File: src/rtl/fetch_stage.sv
// Instruction fetch/decode front end: two byte reads per instruction, stage registers with valid/complete handshake.
// Optional interrupt redirect when the INTERRUPT_EN macro is defined.
module fetch_stage #(
    parameter logic [7:0] RESET_PC    = 8'h00,
    parameter logic [4:0] HALT_OPCODE = 5'h1F
) (
    input  logic       clk,
    input  logic       reset,
    output logic [7:0] ImemAddr,
    output logic       ImemRdEn,
    input  logic [7:0] ImemData,
    output logic [4:0] StageRegInstr_out,
    output logic [2:0] StageRegAddrMode_out,
    output logic [7:0] StageRegData_out,
    output logic [7:0] StageRegPCtr_out,
    output logic       StageValid,
    input  logic       StageComplete,
    input  logic [7:0] NextPctr,
    input  logic       IntReq,
    input  logic [7:0] InteruptAdrReg,
    output logic       IntAck,
    output logic [7:0] SavedPctr,
    output logic       Halted
);

    typedef enum logic [2:0] {
        FETCH_HI = 3'd0,
        FETCH_LO = 3'd1,
        LATCH    = 3'd2,
        PRESENT  = 3'd3,
        HALTED   = 3'd4
    } state_t;

    state_t     state;
    state_t     state_nxt;
    logic [7:0] pc;
    logic [7:0] byte0;
    logic       done;
    logic       is_halt;
    logic       int_present;
    logic       int_halted;

    // StageValid is high exactly in PRESENT, so completion is only honoured there.
    assign done    = (state == PRESENT) && StageComplete;
    assign is_halt = (StageRegInstr_out == HALT_OPCODE);

`ifdef INTERRUPT_EN
    assign int_present = done && IntReq;
    assign int_halted  = (state == HALTED) && IntReq;

    always_ff @(posedge clk or posedge reset) begin
        if (reset) begin
            IntAck    <= 1'b0;
            SavedPctr <= 8'h00;
        end else begin
            IntAck <= int_present || int_halted;
            if (int_present) begin
                SavedPctr <= NextPctr;
            end else if (int_halted) begin
                SavedPctr <= pc;
            end
        end
    end
`else
    logic unused_int;
    assign unused_int  = ^{IntReq, InteruptAdrReg};
    assign int_present = 1'b0;
    assign int_halted  = 1'b0;
    assign IntAck      = 1'b0;
    assign SavedPctr   = 8'h00;
`endif

    always_ff @(posedge clk or posedge reset) begin
        if (reset) begin
            state <= FETCH_HI;
        end else begin
            state <= state_nxt;
        end
    end

    always_comb begin
        state_nxt = state;
        case (state)
            FETCH_HI: state_nxt = FETCH_LO;
            FETCH_LO: state_nxt = LATCH;
            LATCH:    state_nxt = PRESENT;
            PRESENT: begin
                if (done) begin
                    // An interrupt wins over the halt redirect.
                    if (int_present) begin
                        state_nxt = FETCH_HI;
                    end else if (is_halt) begin
                        state_nxt = HALTED;
                    end else begin
                        state_nxt = FETCH_HI;
                    end
                end
            end
            HALTED: begin
                if (int_halted) begin
                    state_nxt = FETCH_HI;
                end
            end
            default: state_nxt = FETCH_HI;
        endcase
    end

    always_comb begin
        ImemAddr = pc;
        ImemRdEn = 1'b0;
        case (state)
            FETCH_HI: begin
                ImemAddr = pc;
                ImemRdEn = 1'b1;
            end
            FETCH_LO: begin
                ImemAddr = pc + 8'd1;
                ImemRdEn = 1'b1;
            end
            default: begin
                ImemAddr = pc;
                ImemRdEn = 1'b0;
            end
        endcase
        if (reset) begin
            ImemRdEn = 1'b0;
        end
    end

    always_ff @(posedge clk or posedge reset) begin
        if (reset) begin
            pc                   <= RESET_PC;
            byte0                <= 8'h00;
            StageRegInstr_out    <= 5'h00;
            StageRegAddrMode_out <= 3'h0;
            StageRegData_out     <= 8'h00;
            StageRegPCtr_out     <= 8'h00;
            StageValid           <= 1'b0;
            Halted               <= 1'b0;
        end else begin
            case (state)
                FETCH_LO: begin
                    byte0 <= ImemData;
                end
                LATCH: begin
                    StageRegInstr_out    <= byte0[7:3];
                    StageRegAddrMode_out <= byte0[2:0];
                    StageRegData_out     <= ImemData;
                    StageRegPCtr_out     <= pc;
                    StageValid           <= 1'b1;
                end
                PRESENT: begin
                    if (done) begin
                        StageValid <= 1'b0;
                        pc         <= int_present ? InteruptAdrReg : NextPctr;
                        Halted     <= !int_present && is_halt;
                    end
                end
                HALTED: begin
                    if (int_halted) begin
                        pc     <= InteruptAdrReg;
                        Halted <= 1'b0;
                    end
                end
                default: begin
                end
            endcase
        end
    end

endmodule
File: config.mk
export PLATFORM = sky130hd
export DESIGN_NAME = fetch_stage
export DESIGN_NICKNAME = d
export VERILOG_FILES = /design/src/rtl/fetch_stage.sv
export SDC_FILE = /design/constraint.sdc
export NUM_CORES = 1
export LEC_CHECK = 0
export BUFFER_PORTS_ARGS = -buffer_cell sky130_fd_sc_hd__buf_2
export CORE_ASPECT_RATIO = 2
export CORE_UTILIZATION = 49
export DETAILED_ROUTE_END_ITERATION = 8
export PLACE_DENSITY_LB_ADDON = 0.2
export SKIP_CTS_REPAIR_TIMING = 1
export SYNTH_ARGS = -nofsm -noshare
export SYNTH_HDL_FRONTEND = slang
export SYNTH_SLANG_ARGS = --single-unit
File: constraint.sdc
create_clock -name clk -period 1.7 [get_ports clk]
set_input_delay 0.17 -clock clk [delete_from_list [all_inputs] [get_ports clk]]
set_output_delay 0.17 -clock clk [all_outputs]
set_load 0.005 [all_outputs]
=== Yosys cells after proc, flatten, opt, wreduce, memory -nomap -nowiden ===
Index checks and enable logic that the tools add are counted.

* Add/subtract/negate cells: 1
* Eq/ne operators: 6
* Multiplexer cells: 8
* Bitwise operators: 1
* Reductions and logical operators: 7

{| class="wikitable"
|+ Operators by type and width
! operator !! number
|-
| one-hot mux 3 bit (5 select lines) || 1
|-
| adder 8 x 1 -> 8 bit (second input constant) || 1
|-
| 2-to-1 mux 8 bit || 1
|-
| == test 3 x 2 -> 1 bit (second input constant) || 2
|-
| 2-to-1 mux 3 bit || 2
|-
| AND reduction 2 bit || 3
|-
| == test 5 bit (second input constant) || 1
|-
| == test 3 x 1 -> 1 bit (second input constant) || 1
|-
| == test 3 bit (second input constant) || 1
|-
| zero test 3 bit || 1
|-
| 2-to-1 mux 1 bit || 3
|-
| != test 2 bit (second input constant) || 1
|-
| one-hot mux 1 bit (2 select lines) || 1
|-
| nonzero test 2 bit || 1
|-
| OR reduction 2 bit || 1
|-
| logical AND 1 bit || 1
|-
| inverter 1 bit || 1
|}

* Bits in registers: 45
* Input bits: 28

=== Depth between registers and ports, before layout ===
Gate-level depths: netlist of the first run.

* Word-level depth: 4
* Depth in mapped cells: 5

=== Worst setup path after synthesis of the first run ===
No wires, ideal clock.

* Path type: reg-to-reg
* Start point: reg state[2]
* End point: reg StageRegData_out[0]
* Arrival: 1.330 ns
* Setup slack: 0.245 ns
* Stages on the path, launching flop included: 5
* Path buffers: 2
* Clock period less this slack: 1.455 ns
* Cell sequence: dfrtp_1 > buf_4 > nor3b_4 > buf_6 > mux2_2

* Cells in the longest elaborated chain, start to end: 1

{| class="wikitable"
|+ RTL lines
! element !! RTL line !! RTL
|-
| start: declaration || 34 || <nowiki>state_t state;</nowiki>
|-
| start signal: assignment || 77 || <nowiki>state <= state_nxt;</nowiki>
|-
| == test 3 x 2 -> 1 bit || 141 || <nowiki>case (state)</nowiki>
|-
| end signal: assignment || 148 || <nowiki>StageRegData_out <= ImemData;</nowiki>
|-
| end: declaration || 14 || <nowiki>output logic [7:0] StageRegData_out,</nowiki>
|}

No other way between the ends.
A chain may end at the register's enable or synchronous reset.

=== Worst setup path in the final report of the first run ===
* Start point: reg state[2]
* End point: out ImemAddr[1]

* Cells in the longest elaborated chain, start to end: 2

{| class="wikitable"
|+ RTL lines
! element !! RTL line !! RTL
|-
| == test 3 x 1 -> 1 bit || 111 || <nowiki>case (state)</nowiki>
|-
| 2-to-1 mux 8 bit || 111 ||
|-
| end: declaration || 9 || <nowiki>output logic [7:0] ImemAddr,</nowiki>
|}

No other way between the ends.

==> impl_metrics.tcl, run 1 <==
set metrics [dict create \
    ys_ff_latch 45 \
    endpoint_kind "output pin" \
    rr_endpoint "StageRegInstr_out[1]" \
    setup_ws_ns -0.0519 \
    cts_num_sinks 45 \
    syn_area_sq_um 1970 \
    crit_end "ImemAddr[1]" \
    relSlewSlack_pct 66.6 \
    grt.busiest_layer "met2" \
    cts-root-buf "clkbuf_8" \
    track_usage_pct 20.4 \
    post-route-drc-count 0 \
    postRouteAntennaNets 0 \
    hpwl_mm 2.91 \
    dr.pass1.iters 5 \
    path_class "register to output pin" \
    r2r_start "state[2]" \
    numPortBuffers 53 \
    nets 248 \
    r2r_slack_ns 0.05 \
    synthDistinctLibCells 21 \
    fin_cells 271 \
    grt_max_degree 24 \
    ys_warn_count 0 \
    critPathMaxFanout 10 \
    worst_pin_slew_ns 0.500 \
    drv_slew 0 \
    fp.dieH_um 91.7 \
    status "finished with violations" \
    timing.fmax_mhz 571 \
    cts_buffer_depth 2 \
    setup.worst_path.start "state[2]" \
    use_met2_pct 36.3 \
    gp_congestion 0.769 \
    seqCellArea_sq_um 1130 \
    core-area_sq_um 3840 \
    setup_viol 1 \
    power_density_nw_per_um2 1930 \
    start_util_pct 51.3 \
    synth_edf_count 0 \
    viasPerCell 4.89 \
    overflow 0 \
    required_ns 1.53 \
    p_leak_nw 1.22 \
    reg2reg_depth 5 \
    min_period_ns 1.75 \
    synth.avg_cell_area_sq_um 12.9 \
    synth_ff_type "dfrtp_1" \
    dp.cells 259 \
    drt-initial-drc-count 29 \
    grt_pass1_wl_mm 6.17 \
    final_hold_viol_count 0 \
    htreeDepth 2 \
    antenna_found_initial 0 \
    postSynth.asyncResetShare_pct 100 \
    worst_ep_arrival_time_ns 1.58 \
    drive_gt1_share_pct 50.0 \
    violations "setup timing" \
    fp.dieW_um 46.9 \
    irDropWorstVdd_mv 1.16 \
    fin_crit_sh_pct 103 \
    synth_cells 153 \
    die-area_sq_um 4300 \
    syn2layout_area_growth_pct 24.1 \
    utilization_pct 63.7 \
    cts_tree "done" \
    wirelength_mm 3.79 \
    max_cap_violations 0 \
    n_fill_cell 325 \
    cts_inserted_buffers 5 \
    rsz0062_at_grt "true" \
    grt_util_met3_pct 5.31 \
    n_antenna_cell 0 \
    dr_total_vias 1324 \
    row_count 32 \
    ios 72 \
    clk_latency_ns 0.30 \
    clk_pin_slew_worst_paths_ns 0.09 \
    worstSetupStartpointType "register" \
    skew_ns 0.0111 \
    grtUsageMet1_pct 21.0 \
    avgRoutedWirePerCell_um 14.0 \
    grt_pass1_vias 1325 \
    ys_seq_area_share_pct 57.1 \
    hold_class "input pin to register" \
    multi_input_area_sq_um 737 \
]
-- cells in the mapped netlist, types with 2 or more instances --
master | count | area (sq um)
buf_6 | 5 | 56.3
nand4_1 | 5 | 31.3
and3_1 | 4 | 25.0
nand2_1 | 30 | 113
nor3_1 | 2 | 10.0
buf_4 | 10 | 75.1
nor3b_4 | 2 | 37.5
xnor2_1 | 6 | 52.6
mux2_2 | 33 | 372
dfrtp_1 | 45 | 1130
-- how the worst min path moves through the flow --
stage          cells after the start  slack (ns)                      end         from
2_1_floorplan                      2        0.28                    pc[0]  NextPctr[0]
3_3_place_gp                       2        0.23                 byte0[0]        reset
3_5_place_dp                       2        0.24  StageRegAddrMode_out[0]        reset
4_1_cts                            2       -0.09                    pc[3]        reset
5_1_grt                            3        0.05                    pc[3]  NextPctr[3]
6_report                           3        0.06                    pc[6]  NextPctr[6]
-- sequential cells by signal, summed over array words and instances (netlist names) --
register / flops
pc: 8
StageValid: 1
StageRegPCtr_out: 8
StageRegData_out: 8
Halted: 1
state: 3
byte0: 8
StageRegInstr_out: 5
StageRegAddrMode_out: 3
-- per-stage QoR --
| stage | hold WS (ns) | instance area (sq um) | setup slack (ns) | total power [mW] | TNS (ns) |
|---|---|---|---|---|---|
| 4_1_cts | -0.0911 | 2420 | -0.0978 | 4.75 | -0.160 |
| 5_1_grt | 0.0536 | 2450 | -0.120 | 5.07 | -0.533 |
| 3_3_place_gp | 0.231 | 2300 | 0.235 | 3.80 | 0 |
| 6_report | 0.0621 | 2450 | -0.0519 | 4.72 | -0.0519 |
| 2_1_floorplan | 0.275 | 2000 | 0.245 | 3.18 | 0 |
| 3_5_place_dp | 0.239 | 2300 | 0.195 | 3.91 | 0 |
-- worst max-delay path, cell delays in order, from the launching register on --
cell and delay [ns]:
dfrtp_1 0.41, nor3b_4 0.26, buf_12 0.16, mux2_2 0.33
buf_2 0.13
-- routing by layer --
layer / vias up / wire, um
met5: - / 0
met4: 0 / 63
met3: 7 / 170
met2: 47 / 2180
met1: 642 / 1370
li1: 628 / -
-- cell families after synthesis --
| family | count (synthesis) | synth area share (%) |
|---|---|---|
| multiplexers | 33 | 18.8 |
| flip-flops | 45 | 57.1 |
| buffers and inverters | 17 | 7.10 |
| AO/OA/AOI/OAI | 2 | 0.634 |
| adder cells (fa/ha/maj) | 1 | 0.634 |
| other | 1 | 0.190 |
| XOR/XNOR | 7 | 3.11 |
| AND/OR/NAND/NOR | 47 | 12.4 |
-- layout make-up --
class	instances	area share [%]
Clock buffer	6	3.37
Inverter	1	0.153
Timing Repair Buffer	67	16.2
Tap cell	51	2.61
Sequential cell	45	46.0
Clock inverter	2	1.53
Multi-Input combinational cell	99	30.1
-- placed cells by master, fill, tap and decap left out --
master | Yosys | layout
buf_2 | 1 | 53
dfrtp_1 | 45 | 45
mux2_2 | 33 | 33
nand2_1 | 30 | 30
buf_4 | 10 | 11
conb_1 | 1 | 9
xnor2_1 | 6 | 6
clkbuf_8 | 0 | 6
nand4_1 | 5 | 5
and3_1 | 4 | 4
nor3b_4 | 2 | 2
nor3_1 | 2 | 2
buf_12 | 0 | 2
and4b_1 | 1 | 1
nand4b_1 | 1 | 1
a21o_1 | 1 | 1
nand2b_1 | 1 | 1
a21oi_1 | 1 | 1
nor2_1 | 1 | 1
xor2_1 | 1 | 1
inv_2 | 0 | 1
ha_1 | 1 | 1
clkinvlp_4 | 0 | 1
bufinv_16 | 0 | 1
dlygate4sd3_1 | 0 | 1
-- power by group --
group          switching (mW)  total (mW)  internal (mW)
clock                   0.356       0.834          0.478
combinational           0.791        1.94           1.15
sequential              0.352        1.95           1.60
No activity file was read; power rests on OpenSTA's default activity.
==> inputs of run 2 (changes only) <==
SKIP_CTS_REPAIR_TIMING = not set   (was 1)
==> run 2 against run 1 <==
The flow still finishes with violations (setup timing); first-iteration DRC count decreased by 21%; maximum frequency up 1.7%; sequential share of layout area fell by 0.65 points; cell count is 1.1% higher; via count up 0.30%; die area is the same; total power up 2.3%; clock skew barely moved; clock power increased by 0.7%; critical path type unchanged; critical endpoint unchanged; largest cell class unchanged.
==> impl_metrics.tcl, run 2 (same netlist as run 1, synthesis figures left out) <==
set metrics [dict create \
    max_cap_violations 0 \
    final_hold_viol_count 0 \
    drt-initial-drc-count 23 \
    core-area_sq_um 3840 \
    syn2layout_area_growth_pct 25.9 \
    mostFrequentLayoutCell "buf_2" \
    dr_total_vias 1328 \
    worst_ep_arrival_time_ns 1.55 \
    dr.pass1.iters 4 \
    grt_pass1_wl_mm 6.32 \
    antenna_found_initial 0 \
    ios 72 \
    drv_slew 0 \
    path_class "register to output pin" \
    drive_gt1_share_pct 51.1 \
    cts_buffer_depth 2 \
    rsz0062_at_grt "true" \
    required_ns 1.53 \
    postRouteAntennaNets 0 \
    violations "setup timing" \
    min_period_ns 1.72 \
    max_stage_delay_ns 0.42 \
    final_cell_mix "buf_2, dfrtp_1, mux2_2, nand2_1, buf_4" \
    cts_num_sinks 45 \
    fin_crit_sh_pct 101 \
    cp_cell_sequence "nor3b_4, buf_12, mux2_4, buf_6" \
    worst_pin_slew_ns 0.501 \
    nets 251 \
    setup_viol 3 \
    hold_class "input pin to register" \
    worstSetupStartpointType "register" \
    avgRoutedWirePerCell_um 14.2 \
    cts_inserted_buffers 5 \
    clk_latency_ns 0.30 \
    power_mw 4.83 \
    endpoint_kind "output pin" \
    clk_pin_slew_worst_paths_ns 0.09 \
    crit_buf_inv 2 \
    cts-root-buf "clkbuf_8" \
    fp.dieW_um 46.9 \
    power_density_nw_per_um2 1940 \
    timing.fmax_mhz 581 \
    relSlewSlack_pct 66.5 \
    p_leak_nw 1.24 \
    gp_congestion 0.769 \
    irDropWorstVdd_mv 1.16 \
    post-route-drc-count 0 \
    overflow 0 \
    grt_max_degree 24 \
    start_util_pct 51.3 \
    final_area_sq_um 2480 \
    cts_tree "done" \
    skew_ns 0.0111 \
    wirelength_mm 3.90 \
    numPortBuffers 53 \
    hpwl_mm 2.91 \
    viasPerCell 4.85 \
    cp_slowest_cell "dfrtp_1" \
    die-area_sq_um 4300 \
    fp.dieH_um 91.7 \
    status "finished with violations" \
    track_usage_pct 20.8 \
    htreeDepth 2 \
    critPathMaxFanout 8 \
    row_count 32 \
    place_area_sq_um 2300 \
    n_antenna_cell 0 \
    setup_ws_ns -0.0222 \
    critical_path.top_delay_family "flip-flops" \
    grt_pass1_vias 1359 \
]
-- run 2: worst paths after layout --
check | from | endpoint | slack, ns | depth (start not counted)
worst max-delay path | state[1] | ImemAddr[1] | -0.02 | 4
worst min-delay path | NextPctr[6] | pc[6] | 0.06 | 3
worst max register to register | state[2] | StageRegInstr_out[1] | 0.05 | 5
worst min register to register | StageRegAddrMode_out[0] | StageRegAddrMode_out[0] | 0.51 | 1
max in group asynchronous | reset | StageRegAddrMode_out[2] | 0.75 | 4
min in group asynchronous | reset | StageRegAddrMode_out[0] | 0.45 | 3
-- run 2: power breakdown --
group	total [mW]	internal [mW]	switching, mW	leakage [nW]
Sequential	1.95	1.60	0.356	0.539
Combinational	2.03	1.22	0.819	0.649
Clock	0.840	0.478	0.362	0.0574
Total	4.83	3.29	1.54	1.24
-- run 2: metal layers --
metal  up-vias  part of all wire, %  global-route usage (%)  wire length, um
li1        636                    -                       -                -
met1       639                   36                    21.8             1420
met2        44                   57                    36.6             2230
met3         9                  4.4                    5.51              173
met4         0                  2.2                    8.57               87
met5         -                    0                       0                0
-- run 2: through the flow --
stage,setup TNS (ns),hold WS (ns),setup slack [ns],std cells,util [%]
4_1_cts,-0.0195,0.0543,-0.00911,273,64.4
3_5_place_dp,0,0.239,0.195,259,59.7
6_report,-0.0621,0.0601,-0.0222,274,64.6
2_1_floorplan,0,0.275,0.245,161,-
5_1_grt,-0.848,0.0536,-0.130,274,64.6
3_3_place_gp,0,0.231,0.235,259,59.7
-- run 2: repair_timing --
| action | 4_1_cts | 5_1_grt |
|---|---|---|
| gates cloned | 0 | 0 |
| endpoints found under the hold margin | 22 | 0 |
| setup buffers | 5 | 1 |
| setup endpoints to repair | 4 | 9 |
| pin swaps | 1 | 1 |
| hold buffers | 1 | 0 |
| gates resized for setup | 2 | 1 |
-- run 2: worst min-delay path: stages --
cell and delay (ns):
buf_2 0.07, nand2_1 0.04, nand2_1 0.05
-- run 2: cell type report --
cell class | count | area [sq um]
Fill cell | 323 | 1360
Clock buffer | 6 | 82.6
Tap cell | 51 | 63.8
Timing Repair Buffer | 70 | 427
Inverter | 1 | 3.75
Multi-Input combinational cell | 99 | 743
Sequential cell | 45 | 1130
Clock inverter | 2 | 37.5
